$ cat config.mk
export PLATFORM = sky130hd
export DESIGN_NAME = vscale_hasti_arbiter
export DESIGN_NICKNAME = d
export VERILOG_FILES = /design/src/rtl/vscale_hasti_arbiter_pkg.sv /design/src/rtl/vscale_hasti_arb_port.sv /design/src/rtl/vscale_hasti_arbiter.sv
export SDC_FILE = /design/constraint.sdc
export NUM_CORES = 1
export LEC_CHECK = 0
export ABC_AREA = 1
export BUFFER_PORTS_ARGS = -buffer_cell sky130_fd_sc_hd__buf_4
export CELL_PAD_IN_SITES_DETAIL_PLACEMENT = 1
export CELL_PAD_IN_SITES_GLOBAL_PLACEMENT = 1
export CORE_MARGIN = 2
export CORE_UTILIZATION = 31
export DETAILED_ROUTE_END_ITERATION = 7
export HOLD_SLACK_MARGIN = 0.12
export PLACE_DENSITY_LB_ADDON = 0.12
export SLEW_MARGIN = 10
export SYNTH_ARGS = -nofsm -noshare
export SYNTH_HDL_FRONTEND = slang
export SYNTH_SLANG_ARGS = --single-unit
$ cat constraint.sdc
create_clock -name clk -period 10.7 [get_ports clk]
set_input_delay 3.21 -clock clk [delete_from_list [all_inputs] [get_ports clk]]
set_output_delay 3.21 -clock clk [all_outputs]
set_load 0.03 [all_outputs]
$ cat src/rtl/vscale_hasti_arbiter_pkg.sv
// Shared HASTI constants, the arbiter owner encoding and the address-phase payload.
// Imported by vscale_hasti_arb_port and vscale_hasti_arbiter.
package vscale_hasti_arbiter_pkg;

  localparam int unsigned HASTI_ADDR_WIDTH  = 32;
  localparam int unsigned HASTI_BUS_WIDTH   = 32;
  localparam int unsigned HASTI_SIZE_WIDTH  = 3;
  localparam int unsigned HASTI_BURST_WIDTH = 3;
  localparam int unsigned HASTI_PROT_WIDTH  = 4;
  localparam int unsigned HASTI_TRANS_WIDTH = 2;
  localparam int unsigned ARB_OWNER_WIDTH   = 2;

  localparam logic [HASTI_TRANS_WIDTH-1:0] HASTI_TRANS_IDLE   = 2'b00;
  localparam logic [HASTI_TRANS_WIDTH-1:0] HASTI_TRANS_NONSEQ = 2'b10;
  localparam logic [HASTI_BURST_WIDTH-1:0] HASTI_BURST_SINGLE = 3'b000;
  localparam logic                         HASTI_RESP_OKAY    = 1'b0;
  localparam logic                         HASTI_RESP_ERROR   = 1'b1;

  // Owner of the slave data phase.
  localparam logic [ARB_OWNER_WIDTH-1:0] ARB_OWNER_NONE = 2'd0;
  localparam logic [ARB_OWNER_WIDTH-1:0] ARB_OWNER_M0   = 2'd1;
  localparam logic [ARB_OWNER_WIDTH-1:0] ARB_OWNER_M1   = 2'd2;

  typedef struct packed {
    logic [HASTI_ADDR_WIDTH-1:0]  addr;
    logic                         write;
    logic [HASTI_SIZE_WIDTH-1:0]  size;
    logic [HASTI_BURST_WIDTH-1:0] burst;
    logic                         mastlock;
    logic [HASTI_PROT_WIDTH-1:0]  prot;
  } hasti_addr_phase_t;

  function automatic logic [ARB_OWNER_WIDTH-1:0] owner_of(input logic idx);
    return idx ? ARB_OWNER_M1 : ARB_OWNER_M0;
  endfunction

endpackage

$ cat src/rtl/vscale_hasti_arb_port.sv
// One arbiter master port: request detection, single-entry address-phase hold
// register with pend_valid, and the held/live address-phase mux.
// Ports: clk, reset (async, active-high); live/htrans/hready = master bus as
// seen this cycle; accept = slave accepted this port's address phase;
// req = port wants the slave; pend_valid = a held phase is waiting;
// ctrl = address phase to present when granted.
module vscale_hasti_arb_port
  import vscale_hasti_arbiter_pkg::*;
(
  input  logic                         clk,
  input  logic                         reset,
  input  hasti_addr_phase_t            live,
  input  logic [HASTI_TRANS_WIDTH-1:0] htrans,
  input  logic                         hready,
  input  logic                         accept,
  output logic                         req,
  output logic                         pend_valid,
  output hasti_addr_phase_t            ctrl
);

  hasti_addr_phase_t hold;
  logic              live_req;

  // Reset gates the live request so the slave sees IDLE while in reset.
  assign live_req = !reset && (htrans == HASTI_TRANS_NONSEQ) && hready;
  assign req      = pend_valid || live_req;
  assign ctrl     = pend_valid ? hold : live;

  // Capture a live request that was not accepted; release on acceptance.
  always_ff @(posedge clk or posedge reset) begin
    if (reset) begin
      pend_valid <= 1'b0;
      hold       <= '0;
    end else if (accept) begin
      pend_valid <= 1'b0;
    end else if (live_req) begin
      pend_valid <= 1'b1;
      hold       <= live;
    end
  end

  // Only SINGLE NONSEQ/IDLE traffic is supported.
  always_ff @(posedge clk) begin
    if (!reset && hready && (htrans != HASTI_TRANS_IDLE)) begin
      assert ((htrans == HASTI_TRANS_NONSEQ) && (live.burst == HASTI_BURST_SINGLE))
        else $error("vscale_hasti_arb_port: unsupported htrans/hburst");
    end
  end

endmodule

$ cat src/rtl/vscale_hasti_arbiter.sv
// Two-master (m0 = dmem, m1 = imem) to one-slave HASTI arbiter.
// Ports: clk, reset (async, active-high); m0_*/m1_* master request inputs and
// hrdata/hready/hresp response outputs; s_* slave address/wdata outputs and
// hrdata/hready/hresp inputs. Parameter DEFAULT_MASTER wins ties under fixed
// priority. Define VSCALE_HASTI_ARB_ROUND_ROBIN_EN for round-robin ties.
module vscale_hasti_arbiter
  import vscale_hasti_arbiter_pkg::*;
#(
  parameter int unsigned DEFAULT_MASTER = 0
) (
  input  logic                         clk,
  input  logic                         reset,
  input  logic [HASTI_ADDR_WIDTH-1:0]  m0_haddr,
  input  logic                         m0_hwrite,
  input  logic [HASTI_SIZE_WIDTH-1:0]  m0_hsize,
  input  logic [HASTI_BURST_WIDTH-1:0] m0_hburst,
  input  logic                         m0_hmastlock,
  input  logic [HASTI_PROT_WIDTH-1:0]  m0_hprot,
  input  logic [HASTI_TRANS_WIDTH-1:0] m0_htrans,
  input  logic [HASTI_BUS_WIDTH-1:0]   m0_hwdata,
  output logic [HASTI_BUS_WIDTH-1:0]   m0_hrdata,
  output logic                         m0_hready,
  output logic                         m0_hresp,
  input  logic [HASTI_ADDR_WIDTH-1:0]  m1_haddr,
  input  logic                         m1_hwrite,
  input  logic [HASTI_SIZE_WIDTH-1:0]  m1_hsize,
  input  logic [HASTI_BURST_WIDTH-1:0] m1_hburst,
  input  logic                         m1_hmastlock,
  input  logic [HASTI_PROT_WIDTH-1:0]  m1_hprot,
  input  logic [HASTI_TRANS_WIDTH-1:0] m1_htrans,
  input  logic [HASTI_BUS_WIDTH-1:0]   m1_hwdata,
  output logic [HASTI_BUS_WIDTH-1:0]   m1_hrdata,
  output logic                         m1_hready,
  output logic                         m1_hresp,
  output logic [HASTI_ADDR_WIDTH-1:0]  s_haddr,
  output logic                         s_hwrite,
  output logic [HASTI_SIZE_WIDTH-1:0]  s_hsize,
  output logic [HASTI_BURST_WIDTH-1:0] s_hburst,
  output logic                         s_hmastlock,
  output logic [HASTI_PROT_WIDTH-1:0]  s_hprot,
  output logic [HASTI_TRANS_WIDTH-1:0] s_htrans,
  output logic [HASTI_BUS_WIDTH-1:0]   s_hwdata,
  input  logic [HASTI_BUS_WIDTH-1:0]   s_hrdata,
  input  logic                         s_hready,
  input  logic                         s_hresp
);

  logic [ARB_OWNER_WIDTH-1:0] data_owner;
  logic                       lock_valid;
  logic                       lock_idx;
  logic                       grant_valid;
  logic                       grant_idx;
  logic                       tie_idx;
  logic [1:0]                 req;
  logic [1:0]                 pend;
  logic [1:0]                 accept;
  hasti_addr_phase_t          live0, live1, ctrl0, ctrl1, s_ctrl;

  assign live0 = '{addr: m0_haddr, write: m0_hwrite, size: m0_hsize, burst: m0_hburst,
                   mastlock: m0_hmastlock, prot: m0_hprot};
  assign live1 = '{addr: m1_haddr, write: m1_hwrite, size: m1_hsize, burst: m1_hburst,
                   mastlock: m1_hmastlock, prot: m1_hprot};

  // A pending master is stalled; the data-phase owner follows the slave.
  assign m0_hready = pend[0] ? 1'b0 : ((data_owner == ARB_OWNER_M0) ? s_hready : 1'b1);
  assign m1_hready = pend[1] ? 1'b0 : ((data_owner == ARB_OWNER_M1) ? s_hready : 1'b1);

  vscale_hasti_arb_port u_port0 (
    .clk(clk), .reset(reset), .live(live0), .htrans(m0_htrans), .hready(m0_hready),
    .accept(accept[0]), .req(req[0]), .pend_valid(pend[0]), .ctrl(ctrl0)
  );

  vscale_hasti_arb_port u_port1 (
    .clk(clk), .reset(reset), .live(live1), .htrans(m1_htrans), .hready(m1_hready),
    .accept(accept[1]), .req(req[1]), .pend_valid(pend[1]), .ctrl(ctrl1)
  );

`ifdef VSCALE_HASTI_ARB_ROUND_ROBIN_EN
  logic rr_ptr;

  assign tie_idx = rr_ptr;

  // Next tie goes to the master that did not just win.
  always_ff @(posedge clk or posedge reset) begin
    if (reset) begin
      rr_ptr <= 1'b0;
    end else if (grant_valid && s_hready) begin
      rr_ptr <= ~grant_idx;
    end
  end
`else
  assign tie_idx = (DEFAULT_MASTER != 0);
`endif

  // Grant: a stalled slave address phase keeps its owner, otherwise arbitrate.
  always_comb begin
    grant_valid = 1'b0;
    grant_idx   = 1'b0;
    if (lock_valid) begin
      grant_valid = 1'b1;
      grant_idx   = lock_idx;
    end else if (req[0] && req[1]) begin
      grant_valid = 1'b1;
      grant_idx   = tie_idx;
    end else if (req[0]) begin
      grant_valid = 1'b1;
    end else if (req[1]) begin
      grant_valid = 1'b1;
      grant_idx   = 1'b1;
    end
  end

  assign accept[0] = grant_valid && !grant_idx && s_hready;
  assign accept[1] = grant_valid &&  grant_idx && s_hready;

  assign s_ctrl      = grant_valid ? (grant_idx ? ctrl1 : ctrl0) : '0;
  assign s_haddr     = s_ctrl.addr;
  assign s_hwrite    = s_ctrl.write;
  assign s_hsize     = s_ctrl.size;
  assign s_hburst    = s_ctrl.burst;
  assign s_hmastlock = s_ctrl.mastlock;
  assign s_hprot     = s_ctrl.prot;
  assign s_htrans    = grant_valid ? HASTI_TRANS_NONSEQ : HASTI_TRANS_IDLE;

  // Data-phase ownership and the address-phase lock.
  always_ff @(posedge clk or posedge reset) begin
    if (reset) begin
      data_owner <= ARB_OWNER_NONE;
      lock_valid <= 1'b0;
      lock_idx   <= 1'b0;
    end else if (s_hready) begin
      data_owner <= grant_valid ? owner_of(grant_idx) : ARB_OWNER_NONE;
      lock_valid <= 1'b0;
    end else if (grant_valid) begin
      lock_valid <= 1'b1;
      lock_idx   <= grant_idx;
    end
  end

  // Response and write-data routing by data-phase owner.
  assign m0_hrdata = s_hrdata;
  assign m1_hrdata = s_hrdata;
  assign m0_hresp  = (data_owner == ARB_OWNER_M0) ? s_hresp : HASTI_RESP_OKAY;
  assign m1_hresp  = (data_owner == ARB_OWNER_M1) ? s_hresp : HASTI_RESP_OKAY;

  always_comb begin
    s_hwdata = '0;
    case (data_owner)
      ARB_OWNER_M0: s_hwdata = m0_hwdata;
      ARB_OWNER_M1: s_hwdata = m1_hwdata;
      default:      s_hwdata = '0;
    endcase
  end

  // A master is never pending while it owns the data phase.
  always_ff @(posedge clk) begin
    if (!reset) begin
      assert (!(pend[0] && (data_owner == ARB_OWNER_M0)))
        else $error("vscale_hasti_arbiter: m0 pending while owning data phase");
      assert (!(pend[1] && (data_owner == ARB_OWNER_M1)))
        else $error("vscale_hasti_arbiter: m1 pending while owning data phase");
    end
  end

endmodule

---- Yosys cells after proc, flatten, opt, wreduce, memory -nomap -nowiden ----
Cells that the tools add are included.
Widths: inputs -> output; s select.
word-level totals
  bits in registers ....................... 94
  word-level logic and storage cells ...... 70
cells by class
  reductions and logical operators ........ 19
  bitwise logic cells ..................... 3
  mux-type cells .......................... 27
  eq/ne operators ......................... 4
operator list
  kind                number
  $mux 44             4
  $pmux 32 s2         1
  $mux 1              19
  $logic_and 1x1->1   9
  $eq 2x2->1 const B  3
  $mux 2              3
  $reduce_and 2->1    3
  $reduce_bool 2->1   3
  $not 1->1           3
  $eq 2x1->1 const B  1
  $logic_not 1->1     2
  $logic_or 1x1->1    2

---- Depth between registers and ports, before layout ----
  word-level depth ........................ 14
  gate-level depth with buffers ........... 14

---- Cells and area by module ----
From an unflattened synthesis, not the netlist that was laid out.
second synthesis, totals
  cells, all modules ...................... 1134
  area, all modules ....................... 7045.5 um^2
modules (own cells, without submodules)
  module                 instances  cells an instance  seq. area each (um^2)  area each (um^2)
  vscale_hasti_arb_port  2          344                1126.1                 2428.6
  vscale_hasti_arbiter   1          446                100.1                  2188.3

---- Worst setup path before layout ----
No wires, ideal clock.
  kind .................................... input to output
  start ................................... input s_hready
  end ..................................... output s_haddr[23]
  data required time ...................... 7.490 ns
  arrival ................................. 4.695 ns
  buffers on the path ..................... 3
  cell stages on the path ................. 12
  slack ................................... 2.795 ns
  cells stage by stage .................... buf_4 -> inv_2 -> nand2_1 -> nand2_2 -> nor2_4 -> nor2_4 -> nand3_4 -> nand2_2 -> buf_6 -> buf_6 -> nand2_1 -> a21oi_1
between the ends
  cells in the longest elaborated chain, start to end .. 10
ends and longest elaborated chain
  item                 RTL line                     text
  start: declaration   vscale_hasti_arbiter.sv:44   input logic s_hready,
  $mux 1 (2 in a row)  vscale_hasti_arbiter.sv:66   assign m1_hready = pend[1] ? 1'b0 : ((data_owner == ARB_OWNER_M1) ? s_hready : 1'b1);
  $logic_and 1x1->1    vscale_hasti_arb_port.sv:25  assign live_req = !reset && (htrans == HASTI_TRANS_NONSEQ) && hready;
  $logic_or 1x1->1     vscale_hasti_arb_port.sv:26  assign req = pend_valid || live_req;
  $mux 1               vscale_hasti_arbiter.sv:107  end else if (req[1]) begin
  $mux 1               vscale_hasti_arbiter.sv:105  end else if (req[0]) begin
  $mux 1               vscale_hasti_arbiter.sv:102  end else if (req[0] && req[1]) begin
  $mux 1               vscale_hasti_arbiter.sv:99   if (lock_valid) begin
  $mux 44              vscale_hasti_arbiter.sv:116  assign s_ctrl = grant_valid ? (grant_idx ? ctrl1 : ctrl0) : '0;
  $mux 44 *            vscale_hasti_arbiter.sv:116
  end: declaration     vscale_hasti_arbiter.sv:35   output logic [HASTI_ADDR_WIDTH-1:0] s_haddr,
Every way passes the cells marked *; elsewhere a longest branch is shown, timed or not.

---- Final worst setup path ----
  start ................................... input reset
  end ..................................... output s_hburst[1]
between the ends
  cells in the longest elaborated chain, start to end .. 10
ends and longest elaborated chain
  item                                RTL line                     text
  start: declaration                  vscale_hasti_arbiter.sv:12   input logic reset,
  $logic_not 1->1 (no source line) *  n/a
  $logic_and 1x1->1 (2 in a row)      vscale_hasti_arb_port.sv:25
  $logic_or 1x1->1                    vscale_hasti_arb_port.sv:26
  $mux 1                              vscale_hasti_arbiter.sv:107
  $mux 1                              vscale_hasti_arbiter.sv:105
  $mux 1                              vscale_hasti_arbiter.sv:102
  $mux 1                              vscale_hasti_arbiter.sv:99
  $mux 44                             vscale_hasti_arbiter.sv:116
  $mux 44 *                           vscale_hasti_arbiter.sv:116
  end: declaration                    vscale_hasti_arbiter.sv:38   output logic [HASTI_BURST_WIDTH-1:0] s_hburst,
Marks and branches as above.

==> flow_summary.yaml <==
die:
  fp.dieH_microns: 149
  die_area_sq_um: 22100
  rows: 52
  io_pins: 338
  initial_core_util_pct: 31.8
  die_w_microns: 149
  core_area_sq_um: 20400
sta:
  finalMaxSlewViolations: 0
  setup-violations-final: 0
  fmax_ghz: 0.111
  hold_viol_final: 0
  fin_crit_sh_pct: 84.0
  post-route-min-period_ns: 8.99
  grt_setup_unrepaired: "no"
  fin_setup_tns_ns: 0
  fin_ws_ns: 1.71
  slew_headroom_pct: 28.9
  fin_skew_ns: 0.0121
  tightestPinTransition_ns: 1.07
routing:
  drt_first_iter_violations: 219
  wirelength_microns: 22200
  top_layer: "met4"
  wirelength_met1_microns: 10400
  vias: 6181
  viasPerCell: 4.75
  dr_wl_met2_microns: 10300
  drc: 0
  route.met3.wl_microns: 1150
  ant_nets: 0
  dr.pass1.iters: 4
  wl_per_cell_microns: 17.1
worst_setup_path:
  crit_chain: "buf_4 -> nor2_1 -> nand2_1 -> o21bai_2 -> nand3_4 -> nand2_2 -> buf_4 -> nand2_1 -> a21oi_1 -> buf_4"
  path_common_cell: "buf_4"
  critical_path.max_stage_delay_ns: 0.48
  slowest_stage: "nand2_2"
  cp_max_fo: 45
  crit_buf_inv: 3
  crit_type: "in -> out"
  crit_arrival_ns: 5.78
  crit_path_start_kind: "primary input"
  end_kind: "output port"
  critical_path_required_ns: 7.49
  path_delay_family: "simple AND/OR/NAND/NOR gates"
place:
  gp_congestion: 0.756
  place_hpwl_microns: 15600
  place_area_sq_um: 7840
  io_buffers: 240
  dp_slack_ns: 1.64
pwr:
  power.density_nw_per_um2: 309
  vdd_drop_max_mv: 0.125
  p_leak_nw: 4.10
clocking:
  cts-root-buf: "clkbuf_16"
  numClockSinks: 94
  clkTransAtPathRegs_ns: 0.06
  post_cts_resized: 0
  cts_tree: "done"
  cts_setup_buffers: 0
  htree_levels: 3
  cts_buffers: 9
  clockBufferDepth: 2
  cts-hold-fix-buffers: 0
  worstSkewPairLatency_ns: 0.35
synth:
  ys.flop_type: "dfrtp_1"
  synth_top_area_share_pct: 36.3
  synth_cell_types: 25
  synthArstFlopShare_pct: 100
  ys_top_cells_by_area: "dfrtp_1 (36%), nand2_1 (17%), buf_4 (7.9%), mux2_2 (7.7%), nand3_1 (6.8%)"
  synth_nets: 1091
  avgSynthCellArea_sq_um: 7.22
  synth_top_area_cell: "dfrtp_1"
  synth_area_sq_um: 6470
  seq_area_frac_synth_pct: 36.3
  ys_ff_latch: 94
  synth_enable_flop_cells: 0
  ys.warnings.count: 0
  postSynthCellCount: 897
grt:
  grt_pass1_vias: 6328
  grt_max_degree: 90
  grt_use_total_pct: 20.3
  grt_pass1_wl_microns: 35500
  antenna_found_initial: 0
  grt_overflow_total: 0
final_layout:
  area_growth_pct: 25.6
  post-route-cell-area_sq_um: 8130
  nNetsFinal: 1219
  drive_gt1_share_pct: 31.7
  antennaDiodeCount: 0
min_path:
  hold_class: "reg -> reg"
status:
  status: "finished clean"
run:
  drv_cap: 0
-- worst min-delay path: cells and delay by family, from the launching register on --
family,cells,cell delay [ns]
and+or+nand+nor,2,0.10
DFF,1,0.34
-- synth_stat cells, types with 5 or more instances --
| cell | count |
|---|---|
| a21oi_1 | 76 |
| buf_2 | 16 |
| buf_4 | 68 |
| buf_6 | 11 |
| clkbuf_1 | 34 |
| dfrtp_1 | 94 |
| inv_1 | 55 |
| mux2_2 | 44 |
| nand2_1 | 292 |
| nand3_1 | 88 |
| nor2_1 | 5 |
| o21ai_0 | 88 |
-- layer usage --
| layer | vias to the layer above | GRT usage, % |
|---|---|---|
| met3 | 36 | 3.28 |
| li1 | 3080 | - |
| met2 | 148 | 32.2 |
| met4 | 0 | 6.33 |
| met1 | 2917 | 28.3 |
| met5 | - | 0 |
-- state kept, by name (all words and copies together), names as in the netlist --
| name | count |
|---|---|
| data_owner | 2 |
| lock_idx | 1 |
| lock_valid | 1 |
| u_port0.hold | 44 |
| u_port0.pend_valid | 1 |
| u_port1.hold | 44 |
| u_port1.pend_valid | 1 |
-- through the flow --
| step | instances | util (%) | hold WS [ns] | power [mW] |
|---|---|---|---|---|
| 5_1_grt | 1300 | 39.9 | 0.497 | 2.72 |
| 6_report | 1300 | 39.9 | 0.470 | 2.51 |
| 4_1_cts | 1300 | 39.9 | 0.476 | 2.55 |
| 3_5_place_dp | 1284 | 38.5 | 0.459 | 2.21 |
| 3_3_place_gp | 1284 | 38.5 | 0.450 | 2.19 |
| 2_1_floorplan | 897 | - | 0.436 | 1.74 |
-- layout by cell type, fill, tap and decap left out --
cell type | synthesis | routed
conb_1 | 1 | 1
inv_4 | 0 | 1
inv_1 | 55 | 54
clkinvlp_4 | 0 | 2
buf_4 | 68 | 249
ha_1 | 2 | 2
nor2_4 | 3 | 4
nand2_1 | 292 | 291
clkbuf_1 | 34 | 2
or2_1 | 1 | 1
nand3_4 | 1 | 1
dfrtp_1 | 94 | 92
clkbuf_16 | 0 | 9
inv_6 | 0 | 1
a21boi_1 | 1 | 1
dfrtp_2 | 0 | 2
bufinv_16 | 0 | 1
o21bai_2 | 1 | 1
nor2_1 | 5 | 4
o21ai_1 | 4 | 4
nand2_4 | 2 | 2
mux2_2 | 44 | 44
nand3_2 | 1 | 1
inv_2 | 2 | 2
nand2_2 | 4 | 5
nand3_1 | 88 | 88
a21oi_1 | 76 | 76
o21ai_0 | 88 | 88
clkinv_2 | 0 | 1
-- final cells by class --
cell class,count,area [sq um]
tap,270,338
sequential,94,2350
clock inverter,5,58.8
timing repair buffer,249,1870
inverter,57,216
clock buffer,11,233
multi-input combinational,614,3060
fill,2563,12200
-- logic make-up after synthesis --
family	share of synthesized area, %
and+or+nand+nor	25.8
buffers and inverters	16.5
AOI/OAI and AO/OA	13.3
DFF	36.3
muxes	7.65
adders and majority gates	0.386
other	0.0579
-- path summary, 6_finish.rpt --
| path | from | endpoint | slack [ns] | cells past startpoint |
|---|---|---|---|---|
| worst max register to register | data_owner[0]$_DFFE_PP0P_ | u_port1.hold[26]$_DFFE_PP0P_ | 7.15 | 12 |
| worst max-delay path | reset | s_hburst[1] | 1.71 | 10 |
| worst min-delay path | u_port1.hold[2]$_DFFE_PP0P_ | u_port1.hold[2]$_DFFE_PP0P_ | 0.47 | 2 |
| worst min register to register | u_port1.hold[2]$_DFFE_PP0P_ | u_port1.hold[2]$_DFFE_PP0P_ | 0.47 | 2 |
| min in group asynchronous | reset | u_port0.hold[40]$_DFFE_PP0P_ | 3.01 | 2 |
| max in group asynchronous | reset | u_port0.hold[19]$_DFFE_PP0P_ | 6.65 | 3 |
-- report_power, final --
group / switching [mW] / leakage, nW / internal [mW] / total [mW]
Combinational: 1.01 / 2.80 / 0.558 / 1.57
Clock: 0.147 / 0.136 / 0.182 / 0.329
Sequential: 0.0896 / 1.17 / 0.526 / 0.616
Power figures use the tool's default switching activity.
